File: config.mk
export PLATFORM = sky130hd
export DESIGN_NAME = axi4_lite_xbar_1ton
export DESIGN_NICKNAME = d
export VERILOG_FILES = /design/src/rtl/axi4_lite_pkg.sv /design/src/rtl/axi4_lite_addr_decode.sv /design/src/rtl/axi4_lite_xbar_1ton.sv
export SDC_FILE = /design/constraint.sdc
export NUM_CORES = 1
export LEC_CHECK = 0
export ABC_AREA = 1
export CAP_MARGIN = 20
export CELL_PAD_IN_SITES_DETAIL_PLACEMENT = 1
export CELL_PAD_IN_SITES_GLOBAL_PLACEMENT = 1
export CORE_AREA = 2 2 170 172
export CTS_BUF_LIST = sky130_fd_sc_hd__clkbuf_2 sky130_fd_sc_hd__clkbuf_4 sky130_fd_sc_hd__clkbuf_8
export CTS_CLUSTER_DIAMETER = 200
export DETAILED_ROUTE_END_ITERATION = 8
export DIE_AREA = 0 0 172 174
export MAX_ROUTING_LAYER = met4
export PLACE_DENSITY = 0.76
export SLEW_MARGIN = 0
export SYNTH_ARGS = -nofsm -noshare
export SYNTH_HDL_FRONTEND = slang
export SYNTH_SLANG_ARGS = --single-unit
File: constraint.sdc
create_clock -name clk -period 3.72 [get_ports clk]
set_clock_uncertainty 0.15 [all_clocks]
set_input_delay 0.372 -clock clk [delete_from_list [all_inputs] [get_ports clk]]
set_output_delay 0.372 -clock clk [all_outputs]
set_load 0.02 [all_outputs]
File: src/rtl/axi4_lite_pkg.sv
// Shared types and constants for the AXI4-Lite 1-to-N crossbar.
// Contents: response codes, one-hot read/write FSM state enums,
// and a helper that sizes slave-select fields.
package axi4_lite_pkg;

    localparam logic [1:0] RESP_OKAY   = 2'b00;
    localparam logic [1:0] RESP_DECERR = 2'b11;

    typedef enum logic [3:0] {
        R_IDLE = 4'b0001,
        R_ADDR = 4'b0010,
        R_DATA = 4'b0100,
        R_ERR  = 4'b1000
    } rd_state_t;

    typedef enum logic [3:0] {
        W_IDLE = 4'b0001,
        W_REQ  = 4'b0010,
        W_RESP = 4'b0100,
        W_ERR  = 4'b1000
    } wr_state_t;

    // A single-slave configuration still needs a 1-bit select field.
    function automatic int unsigned sel_width(input int unsigned n);
        return (n > 1) ? $clog2(n) : 1;
    endfunction

endpackage

File: src/rtl/axi4_lite_addr_decode.sv
// Combinational address decoder for the AXI4-Lite crossbar.
// Ports:
//   i_addr  in  32    address to decode
//   o_hit   out 1     some slave window matched
//   o_sel   out SELW  index of the lowest-numbered matching slave (0 on miss)
module axi4_lite_addr_decode
    import axi4_lite_pkg::*;
#(
    parameter int unsigned              NSLV     = 2,
    parameter int unsigned              SELW     = 1,
    parameter logic [NSLV-1:0][31:0]    SLV_BASE = '0,
    parameter logic [NSLV-1:0][31:0]    SLV_MASK = '0
) (
    input  logic [31:0]      i_addr,
    output logic             o_hit,
    output logic [SELW-1:0]  o_sel
);

    always_comb begin
        o_hit = 1'b0;
        o_sel = '0;
        // Lowest index wins: later matches are ignored once a hit is found.
        for (int unsigned i = 0; i < NSLV; i++) begin
            if (!o_hit && ((i_addr & SLV_MASK[i]) == SLV_BASE[i])) begin
                o_hit = 1'b1;
                o_sel = SELW'(i);
            end
        end
    end

endmodule

File: src/rtl/axi4_lite_xbar_1ton.sv
// AXI4-Lite 1-master to NSLV-slave address router.
// Independent read and write FSMs, one outstanding transaction on each.
// Optional macro XBAR_DECERR_EN: address misses are answered locally with
// DECERR; without it misses are routed to slave NSLV-1.
// Ports:
//   clk, rst                          clock, synchronous active-high reset
//   mar*/mr*                          master read address / read data
//   maw*/mw*/mb*                      master write address / data / response
//   sar*/sr*                          per-slave read address / read data
//   saw*/sw*/sb*                      per-slave write address / data / response
// Slave index 0 occupies the least-significant slot of every packed array.
module axi4_lite_xbar_1ton
    import axi4_lite_pkg::*;
#(
    parameter int unsigned              NSLV     = 2,
    parameter logic [NSLV-1:0][31:0]    SLV_BASE = {32'h8000_0000, 32'h1000_0000},
    parameter logic [NSLV-1:0][31:0]    SLV_MASK = {32'hF000_0000, 32'hF000_0000}
) (
    input  logic                        clk,
    input  logic                        rst,
    input  logic [31:0]                 maraddr,
    input  logic                        marvalid,
    output logic                        marready,
    output logic [31:0]                 mrdata,
    output logic [1:0]                  mrresp,
    output logic                        mrvalid,
    input  logic                        mrready,
    input  logic [31:0]                 mawaddr,
    input  logic                        mawvalid,
    output logic                        mawready,
    input  logic [31:0]                 mwdata,
    input  logic [3:0]                  mwstrb,
    input  logic                        mwvalid,
    output logic                        mwready,
    output logic [1:0]                  mbresp,
    output logic                        mbvalid,
    input  logic                        mbready,
    output logic [NSLV-1:0][31:0]       saraddr,
    output logic [NSLV-1:0]             sarvalid,
    input  logic [NSLV-1:0]             sarready,
    input  logic [NSLV-1:0][31:0]       srdata,
    input  logic [NSLV-1:0][1:0]        srresp,
    input  logic [NSLV-1:0]             srvalid,
    output logic [NSLV-1:0]             srready,
    output logic [NSLV-1:0][31:0]       sawaddr,
    output logic [NSLV-1:0]             sawvalid,
    input  logic [NSLV-1:0]             sawready,
    output logic [NSLV-1:0][31:0]       swdata,
    output logic [NSLV-1:0][3:0]        swstrb,
    output logic [NSLV-1:0]             swvalid,
    input  logic [NSLV-1:0]             swready,
    input  logic [NSLV-1:0][1:0]        sbresp,
    input  logic [NSLV-1:0]             sbvalid,
    output logic [NSLV-1:0]             sbready
);

    localparam int unsigned SELW = sel_width(NSLV);

    rd_state_t          r_rd_state, w_rd_state_n;
    wr_state_t          r_wr_state, w_wr_state_n;
    logic [31:0]        r_raddr, r_waddr, r_wdata;
    logic [3:0]         r_wstrb;
    logic [SELW-1:0]    r_rsel, r_wsel;
    logic               r_aw_got, r_w_got, r_aw_sent, r_w_sent;
`ifdef XBAR_DECERR_EN
    logic               r_whit;
`endif

    logic               w_ar_hit, w_aw_hit;
    logic [SELW-1:0]    w_ar_sel, w_aw_sel, w_ar_route, w_aw_route;
    logic               w_aw_take, w_w_take, w_aw_have, w_w_have;
    logic               w_aw_hs, w_w_hs, w_wr_clear;

    axi4_lite_addr_decode #(.NSLV(NSLV), .SELW(SELW), .SLV_BASE(SLV_BASE), .SLV_MASK(SLV_MASK))
        u_ar_dec (.i_addr(maraddr), .o_hit(w_ar_hit), .o_sel(w_ar_sel));
    axi4_lite_addr_decode #(.NSLV(NSLV), .SELW(SELW), .SLV_BASE(SLV_BASE), .SLV_MASK(SLV_MASK))
        u_aw_dec (.i_addr(mawaddr), .o_hit(w_aw_hit), .o_sel(w_aw_sel));

`ifdef XBAR_DECERR_EN
    assign w_ar_route = w_ar_sel;
    assign w_aw_route = w_aw_sel;
`else
    // Misses fall through to the default slave.
    assign w_ar_route = w_ar_hit ? w_ar_sel : SELW'(NSLV-1);
    assign w_aw_route = w_aw_hit ? w_aw_sel : SELW'(NSLV-1);
`endif

    // Derived from state, not from mawready/mwready, to avoid a combinational loop.
    assign w_aw_take = (r_wr_state == W_IDLE) && !r_aw_got && mawvalid;
    assign w_w_take  = (r_wr_state == W_IDLE) && !r_w_got  && mwvalid;
    assign w_aw_have = r_aw_got | w_aw_take;
    assign w_w_have  = r_w_got  | w_w_take;
    assign w_aw_hs   = (r_wr_state == W_REQ) && !r_aw_sent && sawready[r_wsel];
    assign w_w_hs    = (r_wr_state == W_REQ) && !r_w_sent  && swready[r_wsel];

    always_ff @(posedge clk) begin
        if (rst) begin
            r_rd_state <= R_IDLE;
            r_wr_state <= W_IDLE;
        end else begin
            r_rd_state <= w_rd_state_n;
            r_wr_state <= w_wr_state_n;
        end
    end

    always_ff @(posedge clk) begin
        if (rst) begin
            r_raddr   <= '0;
            r_rsel    <= '0;
            r_waddr   <= '0;
            r_wdata   <= '0;
            r_wstrb   <= '0;
            r_wsel    <= '0;
            r_aw_got  <= 1'b0;
            r_w_got   <= 1'b0;
            r_aw_sent <= 1'b0;
            r_w_sent  <= 1'b0;
`ifdef XBAR_DECERR_EN
            r_whit    <= 1'b0;
`endif
        end else begin
            if ((r_rd_state == R_IDLE) && marvalid) begin
                r_raddr <= maraddr;
                r_rsel  <= w_ar_route;
            end
            if (w_aw_take) begin
                r_aw_got <= 1'b1;
                r_waddr  <= mawaddr;
                r_wsel   <= w_aw_route;
`ifdef XBAR_DECERR_EN
                r_whit   <= w_aw_hit;
`endif
            end
            if (w_w_take) begin
                r_w_got <= 1'b1;
                r_wdata <= mwdata;
                r_wstrb <= mwstrb;
            end
            if (w_aw_hs) r_aw_sent <= 1'b1;
            if (w_w_hs)  r_w_sent  <= 1'b1;
            if (w_wr_clear) begin
                r_aw_got  <= 1'b0;
                r_w_got   <= 1'b0;
                r_aw_sent <= 1'b0;
                r_w_sent  <= 1'b0;
            end
        end
    end

    always_comb begin
        w_rd_state_n = r_rd_state;
        marready     = 1'b0;
        sarvalid     = '0;
        srready      = '0;
        mrvalid      = 1'b0;
        mrdata       = '0;
        mrresp       = RESP_OKAY;
        for (int unsigned i = 0; i < NSLV; i++) saraddr[i] = r_raddr;
        case (r_rd_state)
            R_IDLE: begin
                marready = 1'b1;
                if (marvalid) begin
`ifdef XBAR_DECERR_EN
                    w_rd_state_n = w_ar_hit ? R_ADDR : R_ERR;
`else
                    w_rd_state_n = R_ADDR;
`endif
                end
            end
            R_ADDR: begin
                sarvalid[r_rsel] = 1'b1;
                if (sarready[r_rsel]) w_rd_state_n = R_DATA;
            end
            R_DATA: begin
                mrvalid         = srvalid[r_rsel];
                mrdata          = srdata[r_rsel];
                mrresp          = srresp[r_rsel];
                srready[r_rsel] = mrready;
                if (srvalid[r_rsel] && mrready) w_rd_state_n = R_IDLE;
            end
`ifdef XBAR_DECERR_EN
            R_ERR: begin
                mrvalid = 1'b1;
                mrresp  = RESP_DECERR;
                if (mrready) w_rd_state_n = R_IDLE;
            end
`endif
            default: w_rd_state_n = R_IDLE;
        endcase
    end

    always_comb begin
        w_wr_state_n = r_wr_state;
        mawready     = 1'b0;
        mwready      = 1'b0;
        sawvalid     = '0;
        swvalid      = '0;
        sbready      = '0;
        mbvalid      = 1'b0;
        mbresp       = RESP_OKAY;
        w_wr_clear   = 1'b0;
        for (int unsigned i = 0; i < NSLV; i++) begin
            sawaddr[i] = r_waddr;
            swdata[i]  = r_wdata;
            swstrb[i]  = r_wstrb;
        end
        case (r_wr_state)
            W_IDLE: begin
                mawready = !r_aw_got;
                mwready  = !r_w_got;
                if (w_aw_have && w_w_have) begin
`ifdef XBAR_DECERR_EN
                    w_wr_state_n = (r_aw_got ? r_whit : w_aw_hit) ? W_REQ : W_ERR;
`else
                    w_wr_state_n = W_REQ;
`endif
                end
            end
            W_REQ: begin
                sawvalid[r_wsel] = !r_aw_sent;
                swvalid[r_wsel]  = !r_w_sent;
                if ((r_aw_sent || w_aw_hs) && (r_w_sent || w_w_hs)) w_wr_state_n = W_RESP;
            end
            W_RESP: begin
                mbvalid         = sbvalid[r_wsel];
                mbresp          = sbresp[r_wsel];
                sbready[r_wsel] = mbready;
                if (sbvalid[r_wsel] && mbready) begin
                    w_wr_state_n = W_IDLE;
                    w_wr_clear   = 1'b1;
                end
            end
`ifdef XBAR_DECERR_EN
            W_ERR: begin
                mbvalid = 1'b1;
                mbresp  = RESP_DECERR;
                if (mbready) begin
                    w_wr_state_n = W_IDLE;
                    w_wr_clear   = 1'b1;
                end
            end
`endif
            default: begin
                w_wr_state_n = W_IDLE;
                w_wr_clear   = 1'b1;
            end
        endcase
    end

endmodule

==> metrics.md <==
| Metric | Value |
|---|---|
| Result of the run | complete, no violations |
| Number of cells traversed by the worst register-to-register path | 5 |
| Core outline area | 0.0282 sq mm |
| Number of levels the H-tree was split into | 3 |
| Max incr delay on CP | 0.66 ns |
| Cell count after placement | 1453 |
| First-pass GRT wire length | 36.2 mm |
| RR Startpoint | r_wr_state[0]$_SDFFE_PP1P_ |
| Pleak | 0.00355 uW |
| Die span in y | 174 microns |
| Synth area leader | sky130_fd_sc_hd__dfxtp_1 |
| Post-synthesis average cell area | 7.53 sq um |
| Number of endpoints failing setup at the final stage | 0 |
| # diodes | 0 |
| Total die area | 0.0299 sq mm |
| Final number of hold-violating endpoints | 0 |
| Clk Latency, worst-skew pair | 0.38 ns |
| Weighted congestion reported at the end of routability-driven placement | 0.791 |
| Post-cts resize count | 0 |
| Ports | 440 |
| Global route overflow | 0 |
| Initial core utilization | 20.6% |
| Maximum capacitance violations | 0 |
| Cell area after placement | 0.00971 sq mm |
| Combinational family with the most area after synthesis | simple AND/OR/NAND/NOR gates |
| Hold Path Class | input pin to flip-flop |
| Number of remaining DRC errors | 0 |
| Number of hold buffers added after CTS | 0 |
| Horizontal die dimension | 172 microns |
| Hold path cells | 2 |
| Synth cell count leaders | sky130_fd_sc_hd__nand2_1 (171), sky130_fd_sc_hd__dfxtp_1 (112), sky130_fd_sc_hd__buf_4 (104), sky130_fd_sc_hd__a21oi_1 (83), sky130_fd_sc_hd__nor2_1 (67) |
| Maximum frequency from static timing analysis | 348 MHz |
| Peak supply drop | 0.000221 V |
| Fraction of synthesized cell area in xor and xnor cells | 0% |
| Switching power | 2450 uW |
| Reg2Reg Setup Slack | 1.59 ns |
| Routed vias/inst | 4.25 |
| Max-Slew Margin vs Limit | 51.3% |
| Worst Setup Start Kind | flip-flop |
| DP HPWL | 18.8 mm |
| Required time of the critical path | 3.20 ns |
| Count of flip-flops with a built-in enable after synthesis | 0 |
| Shortest clock period the worst path allows after layout | 2.87 ns |
| CTS tree | done |
| Data arrival, critical path | 2.35 ns |
| Clock Path Buffers | 2 |
| CP Capture Type | output port |
| Cell Int Power | 3020 uW |
| Postcts setup bufs | 0 |
| Worst R2R End | r_wsel$_SDFFE_PP0P_ |
| Slew at the pin closest to its max-slew limit | 0.728 ns |
| Post-Synthesis Cell Area | 0.00582 sq mm |
| Sequential area share after synthesis | 38.6% |
| Total clock buffers created by CTS | 9 |
| Most instantiated flip-flop cell in the synthesis netlist | sky130_fd_sc_hd__dfxtp_1 |
| Sequential fraction of design power | 30.7% |
| Layout Area Growth over Synthesis | 70.1% |
| Iteration-0 DRC Markers | 265 |
| WL per Instance | 16.4 microns |
| Total length of routed wires | 24.1 mm |
| Power density relative to cell area | 554 mW/mm^2 |
| Area share of fa/ha/maj cells after synthesis | 0% |
| Startpoint of the lowest-slack hold path | rst |
| Net count after synthesis | 961 |
| Portion of total power attributed to the clock network | 13.3% |
| Post-route fraction of the period consumed by the critical path | 77.3% |
| Largest net degree at the start of global routing | 50 |
| Count of buffers from port buffering | 439 |
| Non-filler cells in the finished layout | 1469 |
| Count of buffering cells on the critical path with inverters included | 3 |
| Crit Path Class | flip-flop to output port |
| Fin area | 0.00989 sq mm |
| Dominant cell by count in the synthesized netlist | sky130_fd_sc_hd__nand2_1 |
| Via count of the first global-routing pass | 6442 |
| Cell chain of the critical path | inv_1 > nor3_1 > inv_2 > a21oi_1 > clkdlybuf4s50_1 |
| Synth Area in Compound Gates | 15.3% |
| Std cell rows | 62 |
| Antenna violations before repair | 0 |
| CTS Root Cell | sky130_fd_sc_hd__clkbuf_8 |
| Top delay family on crit path | buffers and inverters |
| Number of register bits inferred by synthesis | 112 |
| Count of mapped cells out of synthesis | 772 |
| Via count | 6243 |
| Sw Ratio | 44.8% |
| Part of the power in combinational logic | 56.0% |
| Number of distinct library cells after synthesis | 26 |
| Worst Hold End | r_wdata[2]$_SDFFE_PP0P_ |
| Fraction of synthesis flops using an asynchronous set or reset pin | 0% |
| Unrepaired setup endpoints after global routing | false |
| Most area-consuming cells after synthesis | sky130_fd_sc_hd__dfxtp_1 (39%), sky130_fd_sc_hd__buf_4 (13%), sky130_fd_sc_hd__nand2_1 (11%) |
| CP Max Fanout | 37 |
| Number of warnings reported in the yosys synthesis log | 0 |
| Area share of the largest cell type after synthesis | 38.6% |
| Proportion of layout cells with a drive suffix above 1 | 8.94% |
| Count of clock tree sinks | 112 |
| Area fraction in and, or, nand and nor cells after synthesis | 26.5% |
| Drt pass-1 iters | 4 |
| Final number of max-transition violations | 0 |
| Total Power Consumption | 5480 uW |
| Total Routing Usage GR | 15.9% |
| Clock edge transition at the registers on the reported setup and hold paths | 0.12 ns |
| Multiplexer share of the synthesized area | 0% |
| Sum of negative setup slack | 0 ns |
| Number of nets in the layout | 1269 |
| Post-route antenna net violation count | 0 |
| Slowest CP cell | sky130_fd_sc_hd__clkdlybuf4s50_1 |
worst max-delay path by stage:
stage                                from         end  slack (ns)  cells after the start
2_1_floorplan  r_rd_state[1]$_SDFFE_PP0P_   mrdata[0]        1.96                      4
3_3_place_gp   r_rd_state[2]$_SDFFE_PP0P_  mrdata[29]        1.27                      5
3_5_place_dp   r_rd_state[2]$_SDFFE_PP0P_  mrdata[29]        1.23                      5
4_1_cts        r_rd_state[2]$_SDFFE_PP0P_  mrdata[29]        0.75                      5
5_1_grt        r_rd_state[2]$_SDFFE_PP0P_   mrresp[0]        0.67                      5
6_report       r_rd_state[2]$_SDFFE_PP0P_  mrdata[29]        0.85                      5
metrics by stage:
step | util [%] | worst slack, ns | hold slack, ns
final | 35.0 | 0.846 | 0.227
after global routing | 35.0 | 0.670 | 0.214
after CTS | 35.0 | 0.750 | 0.190
after detailed placement | 34.4 | 1.23 | 0.320
after global placement | 34.3 | 1.27 | 0.315
after floorplan | - | 1.96 | 0.309
kinds of logic (layout without fill, tap and decap cells):
kind of cell,count (synthesis),after routing
simple gates,331,331
buf+inv,176,489
compound gates,153,153
flops,112,112
cell type report:
cell class	count	area, sq um
clock buffers	10	131
repair buffers	447	4460
well taps	384	480
multi-input cells	484	2430
clock inverters	6	50.0
flip-flops and latches	112	2240
fillers	3448	18300
inverters	26	97.6
layer usage:
layer	vias up	track usage, %	share of wire, %
met3	12	3.21	6.7
met4	0	3.19	0.95
met1	2951	17.5	40
met2	262	29.4	52
met5	-	-	0
li1	3018	-	-
state kept, by name, summed over array words and instances (netlist names), 3 cells and up:
| name | cells |
|---|---|
| r_raddr | 32 |
| r_wr_state | 3 |
| r_rd_state | 3 |
| r_waddr | 32 |
| r_wstrb | 4 |
| r_wdata | 32 |
power groups by stage:
stage	clock [uW]	sequential, uW	combinational, uW
after global routing	812	1720	3310
after CTS	779	1690	3110
after floorplan	0	1910	1850
after global placement	0	1710	3050
final	726	1680	3070
after detailed placement	0	1720	3100
worst register-to-register path, cell delays in order, from the launching register on:
cell	delay, ns
sky130_fd_sc_hd__dfxtp_1	0.40
sky130_fd_sc_hd__nand3_4	0.15
sky130_fd_sc_hd__nor2_4	0.30
sky130_fd_sc_hd__nand2_2	0.50
sky130_fd_sc_hd__nor2_1	0.39
sky130_fd_sc_hd__a31oi_1	0.12
layout by cell type, fill, tap and decap left out, types with 3 or more instances in the layout:
cell type / count
sky130_fd_sc_hd__a21oi_1: 83
sky130_fd_sc_hd__a21oi_2: 29
sky130_fd_sc_hd__buf_4: 8
sky130_fd_sc_hd__clkbuf_8: 9
sky130_fd_sc_hd__clkdlybuf4s50_1: 437
sky130_fd_sc_hd__dfxtp_1: 112
sky130_fd_sc_hd__inv_1: 20
sky130_fd_sc_hd__inv_2: 6
sky130_fd_sc_hd__nand2_1: 171
sky130_fd_sc_hd__nand3_1: 45
sky130_fd_sc_hd__nand3_2: 29
sky130_fd_sc_hd__nor2_1: 67
sky130_fd_sc_hd__nor2_4: 3
sky130_fd_sc_hd__nor3_1: 12
sky130_fd_sc_hd__o21ai_0: 36
Note: power is estimated with default switching activity, not from simulation.
